File: src/rtl/input_conditioner_if.sv
// Board-input conditioner bus: raw inputs in, conditioned levels, edge pulses and shared tick out.
// The master side drives raw_in and consumes the rest; the conditioner sits on the slave side.
interface input_conditioner_if #(
   parameter int unsigned N_CH = 4
);
   logic [N_CH-1:0] raw_in;
   logic            tick;
   logic [N_CH-1:0] level_out;
   logic [N_CH-1:0] rise_pulse;
   logic [N_CH-1:0] fall_pulse;
   logic            changed;

   modport master (
      output raw_in,
      input  tick,
      input  level_out,
      input  rise_pulse,
      input  fall_pulse,
      input  changed
   );

   modport slave (
      input  raw_in,
      output tick,
      output level_out,
      output rise_pulse,
      output fall_pulse,
      output changed
   );
endinterface

File: src/rtl/input_conditioner.sv
// Per-channel synchroniser, tick-qualified debounce and registered rise/fall pulses for
// board-level inputs; also exports the shared slow tick used as the downstream enable.
module input_conditioner #(
   parameter int unsigned    N_CH           = 4,
   parameter int unsigned    SYNC_STAGES    = 2,
   parameter int unsigned    DIVIDER        = 2_500_000,
   parameter int unsigned    DEBOUNCE_TICKS = 3,
   parameter logic [N_CH-1:0] INIT_LEVEL    = '0
) (
   input logic                 clk,
   input logic                 reset,
   input_conditioner_if.slave  bus
);

   localparam int unsigned TickW = (DIVIDER > 0) ? $clog2(DIVIDER + 1) : 1;
   localparam logic [TickW-1:0] TickMax = TickW'(DIVIDER);

   // ---------------------------------------------------------------- tick generator
   logic [TickW-1:0] tick_cnt_q, tick_cnt_d;
   logic             tick_q;

   always_comb begin
      tick_cnt_d = tick_cnt_q + 1'b1;
      if (tick_cnt_q == TickMax) begin
         tick_cnt_d = '0;
      end
   end

   always_ff @(posedge clk) begin
      if (reset) begin
         tick_cnt_q <= '0;
         tick_q     <= 1'b0;
      end else begin
         tick_cnt_q <= tick_cnt_d;
         tick_q     <= (tick_cnt_q == TickMax);
      end
   end

   // ---------------------------------------------------------------- synchroniser
   logic [N_CH-1:0] sync_q [SYNC_STAGES];
   logic [N_CH-1:0] sync;

   always_ff @(posedge clk) begin
      if (reset) begin
         for (int unsigned s = 0; s < SYNC_STAGES; s++) begin
            sync_q[s] <= INIT_LEVEL;
         end
      end else begin
         sync_q[0] <= bus.raw_in;
         for (int unsigned s = 1; s < SYNC_STAGES; s++) begin
            sync_q[s] <= sync_q[s-1];
         end
      end
   end

   assign sync = sync_q[SYNC_STAGES-1];

   // ---------------------------------------------------------------- debounce
   logic [N_CH-1:0] level_q, level_d;
   logic [N_CH-1:0] rise_q, fall_q;

   if (DEBOUNCE_TICKS == 0) begin : g_bypass
      assign level_d = sync;
   end else begin : g_debounce
      localparam int unsigned CntW = $clog2(DEBOUNCE_TICKS + 1);
      localparam logic [CntW-1:0] CntLast = CntW'(DEBOUNCE_TICKS - 1);

      logic [CntW-1:0] cnt_q [N_CH];
      logic [CntW-1:0] cnt_d [N_CH];

      // A channel is accepted on the tick that would bring its disagreement count to
      // DEBOUNCE_TICKS; any cycle of agreement throws the partial count away.
      always_comb begin
         level_d = level_q;
         for (int unsigned ch = 0; ch < N_CH; ch++) begin
            cnt_d[ch] = cnt_q[ch];
            if (sync[ch] == level_q[ch]) begin
               cnt_d[ch] = '0;
            end else if (tick_q) begin
               if (cnt_q[ch] == CntLast) begin
                  level_d[ch] = sync[ch];
                  cnt_d[ch]   = '0;
               end else begin
                  cnt_d[ch] = cnt_q[ch] + 1'b1;
               end
            end
         end
      end

      always_ff @(posedge clk) begin
         if (reset) begin
            for (int unsigned ch = 0; ch < N_CH; ch++) begin
               cnt_q[ch] <= '0;
            end
         end else begin
            for (int unsigned ch = 0; ch < N_CH; ch++) begin
               cnt_q[ch] <= cnt_d[ch];
            end
         end
      end
   end

   // ---------------------------------------------------------------- level and edge pulses
   // Pulses are registered with the level so they line up with the new level_out value.
   always_ff @(posedge clk) begin
      if (reset) begin
         level_q <= INIT_LEVEL;
         rise_q  <= '0;
         fall_q  <= '0;
      end else begin
         level_q <= level_d;
         rise_q  <= level_d & ~level_q;
         fall_q  <= ~level_d & level_q;
      end
   end

   assign bus.tick       = tick_q;
   assign bus.level_out  = level_q;
   assign bus.rise_pulse = rise_q;
   assign bus.fall_pulse = fall_q;
   assign bus.changed    = |(rise_q | fall_q);

endmodule

File: src/flat_wrapper.sv
// flat-port wrapper written by rule: the top's interface ports become plain ports
module input_conditioner_flat 
#(
   parameter int unsigned    N_CH           = 4,
   parameter int unsigned    SYNC_STAGES    = 2,
   parameter int unsigned    DIVIDER        = 2_500_000,
   parameter int unsigned    DEBOUNCE_TICKS = 3,
   parameter logic [N_CH-1:0] INIT_LEVEL    = '0
)
  (clk, reset, bus_raw_in, bus_tick, bus_level_out, bus_rise_pulse, bus_fall_pulse, bus_changed);
  input_conditioner_if #(.N_CH(N_CH)) bus_i ();
  input logic clk;
  input logic reset;
  input wire logic [$bits(bus_i.raw_in)-1:0] bus_raw_in;
  output wire logic [$bits(bus_i.tick)-1:0] bus_tick;
  output wire logic [$bits(bus_i.level_out)-1:0] bus_level_out;
  output wire logic [$bits(bus_i.rise_pulse)-1:0] bus_rise_pulse;
  output wire logic [$bits(bus_i.fall_pulse)-1:0] bus_fall_pulse;
  output wire logic [$bits(bus_i.changed)-1:0] bus_changed;
  assign bus_i.raw_in = bus_raw_in;
  assign bus_tick = bus_i.tick;
  assign bus_level_out = bus_i.level_out;
  assign bus_rise_pulse = bus_i.rise_pulse;
  assign bus_fall_pulse = bus_i.fall_pulse;
  assign bus_changed = bus_i.changed;
  input_conditioner #(.N_CH(N_CH), .SYNC_STAGES(SYNC_STAGES), .DIVIDER(DIVIDER), .DEBOUNCE_TICKS(DEBOUNCE_TICKS), .INIT_LEVEL(INIT_LEVEL)) u_core (.clk(clk), .reset(reset), .bus(bus_i));
endmodule
File: config.mk
export PLATFORM = sky130hd
export DESIGN_NAME = input_conditioner_flat
export DESIGN_NICKNAME = d
export VERILOG_FILES = /design/src/rtl/input_conditioner_if.sv /design/src/rtl/input_conditioner.sv /design/src/flat_wrapper.sv
export SDC_FILE = /design/constraint.sdc
export NUM_CORES = 1
export LEC_CHECK = 0
export BUFFER_PORTS_ARGS = -buffer_cell sky130_fd_sc_hd__clkbuf_2
export CORE_ASPECT_RATIO = 1.5
export CORE_MARGIN = 8
export CORE_UTILIZATION = 49
export DETAILED_ROUTE_END_ITERATION = 7
export PLACE_DENSITY = 0.65
export SLEW_MARGIN = 20
export SYNTH_ARGS = -nofsm -noshare
export SYNTH_HDL_FRONTEND = slang
export SYNTH_SLANG_ARGS = --single-unit
File: constraint.sdc
create_clock -name clk -period 2.01 [get_ports clk]
set_input_delay 0.3015 -clock clk [delete_from_list [all_inputs] [get_ports clk]]
set_output_delay 0.3015 -clock clk [all_outputs]
set_load 0.02 [all_outputs]
# Word-level counts from Yosys, hierarchy flattened
# Memories as Yosys holds them, arrays and structs flattened.
# Index checks and enable logic that the tools add are counted.
# totals
latchBits	0
n_memories	2
ramBits	16
inputBits	6
output_inout_bits	14
rom_bits	0
elab_cells	67
reg_bits	35
# memory_table
name	words	width	read_ports	rd_clocked_by_memory_dff	wr	line	text
u_core.g_debounce.cnt_q	4	2	4	0	4	input_conditioner.sv:68	logic [CntW-1:0] cnt_q [N_CH];
u_core.sync_q	2	4	2	0	2	input_conditioner.sv:40	logic [N_CH-1:0] sync_q [SYNC_STAGES];
# op_classes
n_shift	0
reduce_logical	2
mux	33
bitwise	11
n_addsub	5
eq_ne	9
order_cmp	0
multipliers	0
div	0
# ops
op	count
$mux 2	16
$add 22x1->22 const B	1
$eq 22x22->1 const B	1
$mux 1	15
$add 2x1->2 const B	4
$and 4x4->4	2
$eq 2x2->1 const B	4
$mux 4	2
$not 4->4	2
$or 1x1->1	6
$eq 1x1->1	4
$or 4x4->4	1
$reduce_or 4->1	1
$reduce_or 2->1	1

# Depth between registers and ports, before layout
# depth
word_depth	6
ltp_mapped	7
ltp_nobuf	6

# Least setup slack after synthesis
# Ideal clock, no wire load.
# synth_path
path_type	reg-to-reg
startpoint	register u_core.tick_cnt_q[4]
endpoint	register u_core.tick_cnt_q[19]
period_less_slack_ps	1748
arrival_ps	1677
t_required_ps	1939
path_stages_with_launch	6
path_slack_ps	262
n_path_buf	1
setup_time_ps	71
cell_sequence	dfxtp_1 -> nand4_4 -> or4_1 -> buf_2 -> or3_1 -> a21oi_1
# synth_between
elab_chain_len	2
elab_cells_between_ends	3
classes_between	add/sub: 1; eq/ne: 1; reduce/logical: 1
# synth_rtl
item	line	text
start, declared	input_conditioner.sv:19	logic [TickW-1:0] tick_cnt_q, tick_cnt_d;
start signal, assigned	input_conditioner.sv:34	tick_cnt_q <= tick_cnt_d;
branches (longest 2 deep; another with $add 22x1->22)	--	
# Parallel ways; which one is timed is not known.
# A chain may end at the register's enable or synchronous reset.

# Worst setup path in the final report
# layout_path
startpoint	register u_core.tick_cnt_q[4]
endpoint	register u_core.tick_cnt_q[21]
# Same word-level chain as after synthesis.

==> results <==
- The detail route stage leaves a number of antenna-violating nets equal to 0.
- The post-layout instance area is 2340 um2.
- The first-pass GRT wire length is 6220 um.
- The logic depth of the worst register-to-register path is 4.
- The worst path needs 1.77 ns of the cycle, external delays included.
- The max-cap check violation count is 0.
- The synthesized flop and latch total is 51.
- The via total after detailed routing is 1568.
- Setup violations remaining at the end of the flow were counted as 0.
- In the final routed layout, each cell accounts on average for 13.1 um.
- In this run the mean area of a mapped cell was 9.36 um2.
- In the final design database the tool counted 253 nets.
- The count of endpoints failing hold in the final timing report is 0.
- The worst setup path is of the flop to flop kind.
- The run finished with clean final reports.
- The initial antenna violation count is 0.
- The number of levels the H-tree was split into is 2.
- The post-detailed-route DRC marker count is 0.
- The power density over cell area is 754 nW/um2.
- Global routing finished with a remaining overflow of 0.
- The cell sitting at the root of the clock tree is a clkbuf_8.
- The pre-antenna-repair detailed-routing pass consisted of 4 iterations.
- Compared with the post-synthesis result, the final layout area differs by 14.3%.
- The via count of the first global-routing pass is 1477.
- In this run the core area contains 29 standard-cell rows.
- Clock-pin slew was measured on the worst setup and hold paths at 0.09 ns.
- The highest clock rate is 0.564 GHz.
- The wire-length estimate of the detail-placed layout is 2880 um.
- Once placement finished, the instance area stood at 2230 um2.
- The largest fanout on the critical path is 7.
- The TritonCTS sink count is 51.
- The final worst clock skew is 0.00902 ns.
- During synthesis, Yosys emitted a total of 0 warnings.
- The number of placed cells counting well taps is 284.
- Of the cells placed in the final design, the portion with a size suffix greater than 1 is 0.151.
- The starting density of the core is 0.496.
- In the global route stage, met3 resource usage came out at 0.0294.
- The count of pins over their slew limit is 0.
- Dividing the detail-routed via count by the number of cells gives 5.39.
- For this run, the total global-route usage over all layers was measured as 0.127.
- The critical path goes through nand4_4 -> or4_1 -> or3_1 -> a21oi_1.
- The leakage power is 0.880 nW.
- Counting the buffers created by CTS gives 5.
- The number of standard cells in the final layout excluding fillers is 291.
- The insertion delay to the later sink of the worst-skew pair is 0.30 ns.
- The floorplan step set the die height to 95.2 um.
- The die covers 6550 um2.
- After detailed routing, the total wire length is 3820 um.
- For met1 alone, demand over resource in global routing was 0.117.
- In this run the count of I/O pins placed on the die edge is 20.
- After global routing, the most crowded layer is met2.
- The repair_antennas step left the layout with diodes totalling 0.
- The longest individual stage delay on the worst path is 0.65 ns.
- The number of distinct standard cells referenced by the synthesized netlist is 34.
- The met2 routing resource usage after global routing is 0.233.
- The final cycle utilization of the critical path is 0.882.
- The cell area after synthesis is 2050 um2.
- Data arrives at the worst endpoint at 2.01 ns.
- The net count after synthesis is 227.
- Routability-driven placement finished with a final weighted congestion of 0.829.
- The core region is 4140 um2.
- The class of the tightest hold or removal check is input pin to flop.
- Buffers placed on the I/O ports in this run total 19.
- The sequential fraction of the synthesis area is 0.498.
- STA classifies the critical path startpoint as a flop.
- Along the worst hold path, the cell count comes to 2.
- The die width is 68.8 um.
- The required time of the critical path is 2.25 ns.
- Entering global routing, the biggest net connects 24 pins.
- The total negative slack for setup checks is 0 ns.
- The clock tree from TritonCTS is done.
- The maximum vdd ir drop is 0.593 mV.
- The longest clock path from root to sink contains 2 buffers.
- The slew at the pin closest to its max-slew limit is 0.508 ns.
- For this block, the initial DRC count from the detailed router was 38.
- The slowest stage cell on the critical path is or4_1.
- The worst setup path is captured at a flop.
- The normalized max-slew margin is 0.658.
- Synthesis produced 219 cells.
- Setup repair after global routing left no endpoint under its margin.
==> final cells by class <==
cell class	count	area (um2)
clock buffers	5	68.8
clock inverters	2	37.5
fillers	377	1790
inverters	7	26.3
multi-input cells	154	985
flip-flops and latches	51	1020
well taps	46	57.6
repair buffers	26	148
==> cells in the mapped netlist <==
library cell   n  area [um2]
dfxtp_1       51        1020
nor2_1        30         113
nor3_1        17        85.1
nor2b_1       14        87.6
xnor2_1       14         123
nand2_1       12        45.0
mux2i_1       10         100
inv_1          7        26.3
nor4_1         7        43.8
a21oi_1        6        30.0
clkbuf_1       5        18.8
nand3_1        5        25.0
nand4_1        5        31.3
nor4bb_1       5        50.1
xor2_1         4        35.0
o21ai_0        3        15.0
or3_1          3        18.8
a31oi_1        2        12.5
and2_1         2        12.5
ha_1           2        25.0
nand2b_1       2        12.5
a2111oi_0      1        8.76
a21o_1         1        7.51
and3_1         1        6.26
and4_1         1        8.76
buf_1          1        3.75
buf_2          1        5.00
mux2_2         1        11.3
nand3b_1       1        7.51
nand4_2        1        12.5
nand4_4        1        21.3
nor4_2         1        12.5
o21bai_1       1        7.51
or4_1          1        7.51
==> kinds of logic after synthesis <==
logic type | Yosys count | share of synthesized area
muxes | 11 | 0.0543
AOI/OAI and AO/OA | 14 | 0.0397
xor gates and xnor gates | 18 | 0.0769
adders and majority gates | 2 | 0.0122
buffers and inverters | 14 | 0.0262
and+or+nand+nor | 109 | 0.293
DFF | 51 | 0.498
==> registers in the layout, indices dropped and copies added (netlist names) <==
name / cells
u_core.sync_q: 8
u_core.bus.level_out: 4
u_core.tick_cnt_q: 22
u_core.g_debounce.cnt_q: 8
u_core.bus.fall_pulse: 4
u_core.bus.tick: 1
u_core.bus.rise_pulse: 4
==> path summary, 6_finish.rpt <==
check / from / endpoint / slack (ns)
max reg2reg: u_core.tick_cnt_q[4]$_SDFF_PP0_ / u_core.tick_cnt_q[21]$_SDFF_PP0_ / 0.24
min: bus_raw_in[1] / u_core.sync_q[0][1]$_SDFF_PP0_ / 0.20
min reg2reg: u_core.sync_q[0][0]$_SDFF_PP0_ / u_core.sync_q[0][4]$_SDFF_PP0_ / 0.44
max: u_core.tick_cnt_q[4]$_SDFF_PP0_ / u_core.tick_cnt_q[21]$_SDFF_PP0_ / 0.24
==> metal layers <==
layer / routed length [um] / up-vias
met4: 123 / 0
met3: 199 / 9
met2: 2030 / 33
li1: - / 807
met5: 0 / -
met1: 1470 / 719
==> metrics by stage <==
stage	hold slack, ns	utilization	total power [mW]	setup WS (ns)
CTS	0.197	0.564	1.79	0.211
global placement	0.416	0.539	1.10	0.292
finish	0.204	0.567	1.77	0.237
detailed placement	0.430	0.539	1.10	0.233
global route	0.193	0.567	1.83	0.0296
floorplan	0.414	-	1.09	0.262
==> power breakdown <==
group	internal, mW	switching [mW]
Sequential	1.02	0.00897
Clock	0.364	0.326
Combinational	0.0215	0.0255
Total	1.41	0.360
==> critical path: cells and delay by family (launching register included) <==
kind,cells,cell delay (ns)
and+or+nand+nor,3,1.12
AOI/OAI and AO/OA,1,0.14
DFF,1,0.45
==> layout by cell type, fill, tap and decap left out <==
| master | n |
|---|---|
| nand3_1 | 5 |
| xnor2_1 | 14 |
| or3_1 | 3 |
| bufinv_16 | 1 |
| a21o_1 | 1 |
| clkinvlp_4 | 1 |
| o21ai_0 | 3 |
| inv_1 | 7 |
| nor2b_1 | 14 |
| nand4_1 | 5 |
| nand2_1 | 12 |
| clkbuf_2 | 19 |
| nand4_2 | 1 |
| o21bai_1 | 1 |
| and2_1 | 2 |
| buf_4 | 7 |
| nand4_4 | 1 |
| nor3_1 | 17 |
| nor4_4 | 1 |
| mux2i_1 | 10 |
| or4_1 | 1 |
| a31oi_1 | 2 |
| nand3b_1 | 1 |
| dfxtp_1 | 51 |
| clkbuf_8 | 5 |
| and3_1 | 1 |
| nor4bb_1 | 5 |
| mux2_2 | 1 |
| and4_1 | 1 |
| nor2_1 | 30 |
| xor2_1 | 4 |
| ha_1 | 2 |
| nand2b_1 | 2 |
| a21oi_1 | 6 |
| a2111oi_0 | 1 |
| nor4_1 | 7 |
==> timing repair <==
action                     4_1_cts  5_1_grt
hold buffers                     0        0
resized for setup                0        1
buffers inserted                 0        0
setup endpoints to repair        0        1
No activity file was read; power rests on OpenSTA's default activity.
